--- src/rtl/mines_core_param.sv ---
// Parametrised minesweeper board engine: LCG mine placement, valid/ready cell selection, scoring.
// Optional feature macro FLAG_EN adds in_sel_flag / out_flags so a selection can toggle a flag.
module mines_core_param #(
    parameter int GRID_W  = 5,
    parameter int GRID_H  = 5,
    parameter int N_MINES = 3,
    parameter int SEED_W  = 8,
    parameter int SCORE_W = 32,
    localparam int CELLS  = GRID_W * GRID_H,
    localparam int IDX_W  = $clog2(CELLS)
) (
    input  logic               in_clka,
    input  logic               in_restart_n,
    input  logic               in_start,
    input  logic [SEED_W-1:0]  in_seed,
    input  logic [SEED_W-1:0]  in_mult,
    input  logic [SEED_W-1:0]  in_increment,
    input  logic               in_sel_valid,
    input  logic [IDX_W-1:0]   in_sel_idx,
`ifdef FLAG_EN
    input  logic               in_sel_flag,
    output logic [CELLS-1:0]   out_flags,
`endif
    output logic               out_sel_ready,
    output logic [2:0]         out_state,
    output logic [CELLS-1:0]   out_mines,
    output logic [CELLS-1:0]   out_cleared,
    output logic [3:0]         out_n_nearby,
    output logic               out_result_valid,
    output logic [SCORE_W-1:0] out_score,
    output logic               out_gameover,
    output logic               out_win
);
    localparam int CNT_W = $clog2(N_MINES + 1);

    if (N_MINES < 1 || N_MINES >= CELLS) begin : g_bad_n_mines
        $error("mines_core_param: N_MINES must satisfy 1 <= N_MINES < CELLS");
    end

    typedef enum logic [2:0] {
        S_IDLE  = 3'd0,
        S_PLACE = 3'd1,
        S_WAIT  = 3'd2,
        S_EVAL  = 3'd3,
        S_OVER  = 3'd4
    } state_t;

    state_t             state_r;
    logic [SEED_W-1:0]  lcg_r;
    logic [CNT_W-1:0]   count_r;
    logic [IDX_W-1:0]   sel_idx_r;
`ifdef FLAG_EN
    logic               sel_flag_r;
`endif

    logic [SEED_W-1:0]  lcg_next_s;
    logic [IDX_W-1:0]   cand_s;
    logic               cand_new_s;
    logic [CNT_W-1:0]   count_next_s;
    logic               place_done_s;
    logic               idx_in_grid_s;
    logic [3:0]         nearby_s;
    logic [SCORE_W-1:0] score_inc_s;
    logic               win_s;
    logic               start_ok_s;

    // Mines among the in-grid 8-neighbourhood; edges are clipped, columns never wrap.
    function automatic logic [3:0] count_nearby(input logic [CELLS-1:0] map,
                                                input logic [IDX_W-1:0] idx);
        int row;
        int col;
        int k;
        logic [3:0] n;
        row = int'(idx) / GRID_W;
        col = int'(idx) % GRID_W;
        n   = 4'd0;
        for (int dr = -1; dr <= 1; dr++) begin
            for (int dc = -1; dc <= 1; dc++) begin
                k = (row + dr) * GRID_W + col + dc;
                if ((dr != 0 || dc != 0) && (row + dr >= 0) && (row + dr < GRID_H) &&
                    (col + dc >= 0) && (col + dc < GRID_W)) begin
                    n = n + {3'd0, map[IDX_W'(k)]};
                end else begin
                    n = n;
                end
            end
        end
        return n;
    endfunction

    // Next LCG value, placement candidate and evaluation results for the captured index
    always_comb begin
        lcg_next_s    = in_mult * lcg_r + in_increment;
        cand_s        = IDX_W'(32'(lcg_next_s) % 32'(CELLS));
        cand_new_s    = ~out_mines[cand_s];
        count_next_s  = count_r + CNT_W'(cand_new_s);
        place_done_s  = (count_next_s == CNT_W'(N_MINES));
        idx_in_grid_s = ({1'b0, sel_idx_r} < (IDX_W + 1)'(CELLS));
        nearby_s      = count_nearby(out_mines, sel_idx_r);
        score_inc_s   = (&out_score) ? out_score : out_score + SCORE_W'(1);
        win_s         = (score_inc_s == SCORE_W'(CELLS - N_MINES));
        start_ok_s    = in_start && ((state_r == S_IDLE) || (state_r == S_WAIT) ||
                                     (state_r == S_OVER));
    end

    assign out_state = state_r;

    // Board state machine with all outputs registered
    always_ff @(posedge in_clka or negedge in_restart_n) begin
        if (!in_restart_n) begin
            state_r          <= S_IDLE;
            lcg_r            <= '0;
            count_r          <= '0;
            sel_idx_r        <= '0;
            out_sel_ready    <= 1'b0;
            out_mines        <= '0;
            out_cleared      <= '0;
            out_n_nearby     <= 4'd0;
            out_result_valid <= 1'b0;
            out_score        <= '0;
            out_gameover     <= 1'b0;
            out_win          <= 1'b0;
`ifdef FLAG_EN
            sel_flag_r       <= 1'b0;
            out_flags        <= '0;
`endif
        end else begin
            out_result_valid <= 1'b0;
            if (start_ok_s) begin
                // Start wins over a simultaneous selection in WAIT.
                state_r       <= S_PLACE;
                out_sel_ready <= 1'b0;
                lcg_r         <= in_seed;
                count_r       <= '0;
                out_mines     <= '0;
                out_cleared   <= '0;
                out_n_nearby  <= 4'd0;
                out_score     <= '0;
                out_gameover  <= 1'b0;
                out_win       <= 1'b0;
`ifdef FLAG_EN
                out_flags     <= '0;
`endif
            end else begin
                case (state_r)
                    S_PLACE: begin
                        lcg_r <= lcg_next_s;
                        if (cand_new_s) begin
                            out_mines[cand_s] <= 1'b1;
                            count_r           <= count_next_s;
                        end
                        if (place_done_s) begin
                            state_r       <= S_WAIT;
                            out_sel_ready <= 1'b1;
                        end
                    end
                    S_WAIT: begin
                        if (in_sel_valid) begin
                            sel_idx_r     <= in_sel_idx;
`ifdef FLAG_EN
                            sel_flag_r    <= in_sel_flag;
`endif
                            state_r       <= S_EVAL;
                            out_sel_ready <= 1'b0;
                        end
                    end
                    S_EVAL: begin
                        state_r       <= S_WAIT;
                        out_sel_ready <= 1'b1;
                        if (!idx_in_grid_s) begin
                            out_n_nearby <= out_n_nearby;
                        end
`ifdef FLAG_EN
                        else if (sel_flag_r) begin
                            if (!out_cleared[sel_idx_r]) begin
                                out_flags[sel_idx_r] <= ~out_flags[sel_idx_r];
                            end
                        end else if (out_flags[sel_idx_r]) begin
                            out_result_valid <= 1'b1;
                            out_n_nearby     <= 4'd0;
                        end
`endif
                        else if (out_cleared[sel_idx_r]) begin
                            out_result_valid <= 1'b1;
                            out_n_nearby     <= nearby_s;
                        end else if (out_mines[sel_idx_r]) begin
                            out_result_valid <= 1'b1;
                            out_n_nearby     <= 4'd0;
                            out_gameover     <= 1'b1;
                            state_r          <= S_OVER;
                            out_sel_ready    <= 1'b0;
                        end else begin
                            out_result_valid       <= 1'b1;
                            out_n_nearby           <= nearby_s;
                            out_cleared[sel_idx_r] <= 1'b1;
                            out_score              <= score_inc_s;
                            if (win_s) begin
                                out_win       <= 1'b1;
                                state_r       <= S_OVER;
                                out_sel_ready <= 1'b0;
                            end
                        end
                    end
                    S_IDLE, S_OVER: begin
                        state_r <= state_r;
                    end
                    default: begin
                        state_r       <= S_IDLE;
                        out_sel_ready <= 1'b0;
                    end
                endcase
            end
        end
    end
endmodule
--- config.mk ---
export PLATFORM = sky130hd
export DESIGN_NAME = mines_core_param
export DESIGN_NICKNAME = d
export VERILOG_FILES = /design/src/rtl/mines_core_param.sv
export SDC_FILE = /design/constraint.sdc
export NUM_CORES = 1
export LEC_CHECK = 0
export BUFFER_PORTS_ARGS = -buffer_cell sky130_fd_sc_hd__buf_2
export CAP_MARGIN = 20
export CORE_MARGIN = 5
export CORE_UTILIZATION = 55
export CTS_CLUSTER_DIAMETER = 100
export CTS_CLUSTER_SIZE = 30
export DETAILED_ROUTE_END_ITERATION = 10
export PLACE_DENSITY = 0.83
export SLEW_MARGIN = 10
export SYNTH_ARGS = -nofsm -noshare
export SYNTH_HDL_FRONTEND = slang
export SYNTH_SLANG_ARGS = --single-unit
export TNS_END_PERCENT = 20
--- constraint.sdc ---
create_clock -name in_clka -period 18.4 [get_ports in_clka]
set_input_delay 3.68 -clock in_clka [delete_from_list [all_inputs] [get_ports in_clka]]
set_output_delay 3.68 -clock in_clka [all_outputs]
set_load 0.005 [all_outputs]
# Yosys cells after proc, flatten, opt, wreduce, memory -nomap -nowiden
# Index checks and enable logic that the tools add are counted.
op_classes:
  n_lt_le_gt_ge: 25
  n_mul: 4
  n_addsub: 23
  n_reduce_logical: 39
  bitwise_logic: 4
  muxes: 96
  div_mod_pow: 3
  n_eq_ne: 12
op_table:
  columns: ["op", "n"]
  rows:
  - ["$mux W25", 8]
  - ["$ge A32 B1 Y1 const B", 6]
  - ["$lt A32 B4 Y1 const B", 6]
  - ["$mux W32", 6]
  - ["$add A32 B1 Y32 const B", 3]
  - ["$mul A32 B4 Y5 const B", 3]
  - ["$add A32 B2 Y32 const B", 2]
  - ["$lt A5 B7 Y1 const B", 8]
  - ["$bmux W1 S5", 11]
  - ["$or A25 B25 Y25", 2]
  - ["$mux W4", 12]
  - ["$mux W1", 43]
  - ["$div A6 B4 Y32 const B", 1]
  - ["$eq A32 B5 Y1 const B", 1]
  - ["$mod A6 B4 Y32 const B", 1]
  - ["$mod A8 B5 Y32 const B", 1]
  - ["$reduce_and A32 Y1", 1]
  - ["$add A4 B1 Y4", 6]
  - ["$logic_and A1 B1 Y1", 22]
  - ["$mux W3", 7]
  - ["$mux W8", 2]
  - ["$add A5 B1 Y5 const B", 3]
  - ["$add A5 B2 Y5 const B", 3]
  - ["$add A5 B5 Y5", 3]
  - ["26 further kinds", 45]
word_totals:
  reg_bits: 108
  output_inout_bits: 93

# Logic depth before layout (Yosys ltp)
logic_depth:
  word_depth: 28
  ltp_mapped: 58
  depth_no_buf: 55

# Worst setup path before layout
# Ideal clock, no wire load.
synth_timing:
  path_kind: "input -> register"
  start: "in in_increment[4]"
  end: "reg state_r[1] (netlist: out_state[1])"
  t_arrival_ns: 13.286
  n_path_buf: 3
  stages: 41
  setup_slack_ns: 5.010
  path_cell_list: "inv_1 -> fa_1 -> inv_1 -> fa_1 -> ha_1 -> inv_1 -> fa_1 -> inv_1 -> fa_1 -> a21o_1 -> a21oi_1 -> xnor3_2 -> xor3_2 -> inv_2 -> buf_6 -> ha_1 -> nor2b_1 -> a21boi_0 -> (+5 left out) -> or3_4 -> a21oi_2 -> xnor2_1 -> buf_2 -> inv_1 -> ha_1 -> clkbuf_1 -> mux4_2 -> mux2_4 -> o311a_1 -> a2111oi_4 -> and3_1 -> ha_1 -> xor2_1 -> a21oi_1 -> a22oi_1 -> o211ai_1 -> a221oi_1"
synth_via:
  elab_chain_cells: 9
synth_lines:
  columns: ["item", "line", "text"]
  rows:
  - ["from (decl)", "17", "input logic [SEED_W-1:0] in_increment,"]
  - ["$add A8 B8 Y8", "93", "lcg_next_s = in_mult * lcg_r + in_increment;"]
  - ["$mod A8 B5 Y32", "94", "cand_s = IDX_W'(32'(lcg_next_s) % 32'(CELLS));"]
  - ["$bmux W1 S5", "95", "cand_new_s = ~out_mines[cand_s];"]
  - ["$mux W1 (implied by the code)", "95", null]
  - ["$not A1 Y1", "95", null]
  - ["$add A2 B1 Y2", "96", "count_next_s = count_r + CNT_W'(cand_new_s);"]
  - ["$eq A2 B2 Y1", "97", "place_done_s = (count_next_s == CNT_W'(N_MINES));"]
  - ["$ne A3 B3 Y1 (no line)", null, null]
  - ["$reduce_and A3 Y1 (no line)", null, null]
  - ["to (signal assigned)", "205", "state_r <= state_r;"]
  - ["to (decl)", "48", "state_t state_r;"]
# No other way between the ends. The select of a mux whose other input is x is not followed.
# A chain may end at the register's enable or synchronous reset.

# Worst setup path in the final report
layout_timing:
  start: "in in_mult[2]"
  end: "reg state_r[1] (netlist: out_state[1])"
layout_via:
  elab_chain_cells: 10
layout_lines:
  columns: ["item", "line", "text"]
  rows:
  - ["from (decl)", "16", "input logic [SEED_W-1:0] in_mult,"]
  - ["$mul A8 B8 Y8", "93", null]
  - ["$add A8 B8 Y8", "93", null]
  - ["$mod A8 B5 Y32", "94", null]
  - ["$bmux W1 S5", "95", null]
  - ["$mux W1 (implied by the code)", "95", null]
  - ["$not A1 Y1", "95", null]
  - ["$add A2 B1 Y2", "96", null]
  - ["$eq A2 B2 Y1", "97", null]
  - ["$ne A3 B3 Y1 (no line)", null, null]
  - ["$reduce_and A3 Y1 (no line)", null, null]
# No other way between the ends. The select of a mux whose other input is x is not followed.

==> metrics.txt <==
Max Cap Violations 0; RD Place Congestion roughly 0.97; Layout Nets 1688; Clock transition at path regs 70 ps; DR vias/cell 6.45; clock buffer depth 2; ys flop type dfrtp_1; Setup crit start kind input pin; share of cells above drive strength 1 0.165; Routed WL per cell 19.3 um; crit path time final 14580 ps; Clock Latency Late Sink ~360 ps; DRC 0; Cell variety after synth 97; antenna violations before repair 1; placed cells 1828; Die Y 159 um; gr usage total 0.270; flop and latch count out of synthesis 108; Clock Root Buffer clkbuf_16; Final ANT Viol Nets 0; IO buf count 125; global-route wire length before repair between 50000 and 60000 um; Initial DRT Pass Iterations 5; Tcrit/Tclk final 0.792; CP Data Required Time 18660 ps; Syn Nets 1622; register area share after synthesis 0.220; max-slew violations 0; Max stage delay cell, worst path o31a_1; Synth warnings 0; Die X 159 um; worst endpoint data arrival time between 10000 and 15000 ps; Detail Placement HPWL 26700 um; synth-to-layout area growth 8.16%; setup ws final 3820 ps; most numerous cell in the Yosys netlist nand2_1; pre-CTS setup slack 3650 ps; post-CTS setup buffers 0; EDFF count, synth 0; Synth top area share 0.220; cell count after synthesis roughly 1500; core area 21900 um2; Slew headroom 0.309; H-tree level count 3; largest net degree at the start of global routing 60; Slew @ Worst Pin 1040 ps; vias in the first global route 11200; CP Max Fanout 19; CP Capture Type register; Post-synth top cells 201 x nand2_1, 117 x o21ai_0, 109 x nor2_1; Mean Syn Cell Area 8.20 um2; CTS Buf Count 9; RSZ-0062 raised after global routing no; Post-synth ARST share 1.00; Starting Density 0.560; Final Hold Vio Count 0; CP Class input pin to register; first-iteration detailed-routing DRC count 1147; drt total wl roughly 36000 um; Global Route met3 Usage 0.0639; Sink Count 108; CTS tree yes; post_cts resized 0; worst stage delay on the critical path between 600 and 700 ps; Synth area leader dfrtp_1; post-route insts no fill 1846; GRT overflow 0; Die Area around 25000 um2; most used cell, CP ha_1; Hold Path Class register to register; met1 Use GR 0.364; clock skew 6.76 ps; synth top area cells dfrtp_1 22%, ha_1 7.1%, mux4_2 6.8%, nand2_1 6.2%, o21ai_0 4.8%; Antenna diodes 0; Hold Buf Count CTS 0; # IOs ~130; GR peak layer met2; mapped cell area between 10000 and 15000 um2; final setup fails 0; met2 usage 0.440; Via Count 11900; final setup TNS 0 ps; outcome complete, no violations; Rows 54; fmax 68.6 MHz
sequential cells by signal, indices dropped and copies added (netlist names):
register / flops
count_r: 2
lcg_r: 8
out_cleared: 25
out_gameover: 1
out_mines: 25
out_n_nearby: 4
out_result_valid: 1
out_score: 32
out_sel_ready: 1
out_state: 3
out_win: 1
sel_idx_r: 5
through the flow:
step                area, um2  hold slack, ps   util
finish                  13300             490  0.606
global route            13300             499  0.606
CTS                     13200             489  0.604
detailed placement      12900             472  0.591
global placement        12900             461  0.591
floorplan               12300             465      -
metal layers:
| layer | vias up | share of wire |
|---|---|---|
| met5 | - | 0.00034 |
| met4 | 2 | 0.024 |
| met3 | 83 | 0.099 |
| met2 | 580 | 0.47 |
| met1 | 5686 | 0.41 |
| li1 | 5553 | - |
critical path, delay by kind of cell:
kind,cells,cell delay (ps)
XOR/XNOR,5,1670
multiplexers,2,690
adder cells (fa/ha/maj),10,3260
AND/OR/NAND/NOR,7,1430
AO/OA/AOI/OAI,11,3150
buffers and inverters,7,920
placed cells by master (no fill, tap or decap), drive strengths merged, types with 6 or more instances in the layout:
master  synthesis  routed
nand2         201     201
o21ai         139     139
buf            22     132
nor2          109     109
dfrtp         108     108
inv            93      94
ha             70      70
a21oi          67      67
nand3          55      55
xnor2          52      52
nor3           48      48
mux4           38      38
mux2i          31      31
and2           28      28
fa             24      24
and3           22      22
mux2           21      21
a31oi          20      20
nand2b         19      19
xor2           19      19
nand4          17      17
a22o           16      16
a21o           14      14
nor4           14      14
a22oi          14      14
o31ai          14      14
or3            13      13
o211ai         11      11
clkbuf         56      11
or2             8       8
a211oi          8       8
o21a            7       7
nand3b          7       7
nor2b           7       7
nor3b           7       7
o22ai           7       7
o211a           6       6
cells by family (layout without fill, tap and decap cells):
kind of cell,after synthesis,after routing,share of synthesized area
and+or+nand+nor,570,570,0.224
AOI/OAI and AO/OA,387,387,0.214
buffers and inverters,172,243,0.0575
DFF,108,108,0.220
adders and majority gates,94,94,0.111
muxes,90,90,0.115
xor gates and xnor gates,74,74,0.0584
worst paths after layout:
kind / cells after the start / to / from / slack (ps)
setup / recovery: 42 / out_state[1] / in_mult[2] / 3820
hold / removal: 2 / out_n_nearby[1] / out_n_nearby[1] / 490
setup reg to reg: 52 / out_n_nearby[3] / sel_idx_r[2] / 5470
hold reg to reg: 2 / out_n_nearby[1] / out_n_nearby[1] / 490
max in group asynchronous: 2 / sel_idx_r[0] / in_restart_n / 13750
min in group asynchronous: 1 / out_mines[13] / in_restart_n / 3330
final cells by class:
type	instances	area (um2)
tap	280	350
sequential	108	2700
timing repair buffer	133	713
multi-input combinational	1215	8860
clock buffer	11	233
clock inverter	5	47.5
fill	1935	8630
inverter	94	353
Power is left out: the tool's default activity adds up to more than one toggle a clock period on the data nets, which glitch-free logic cannot reach.
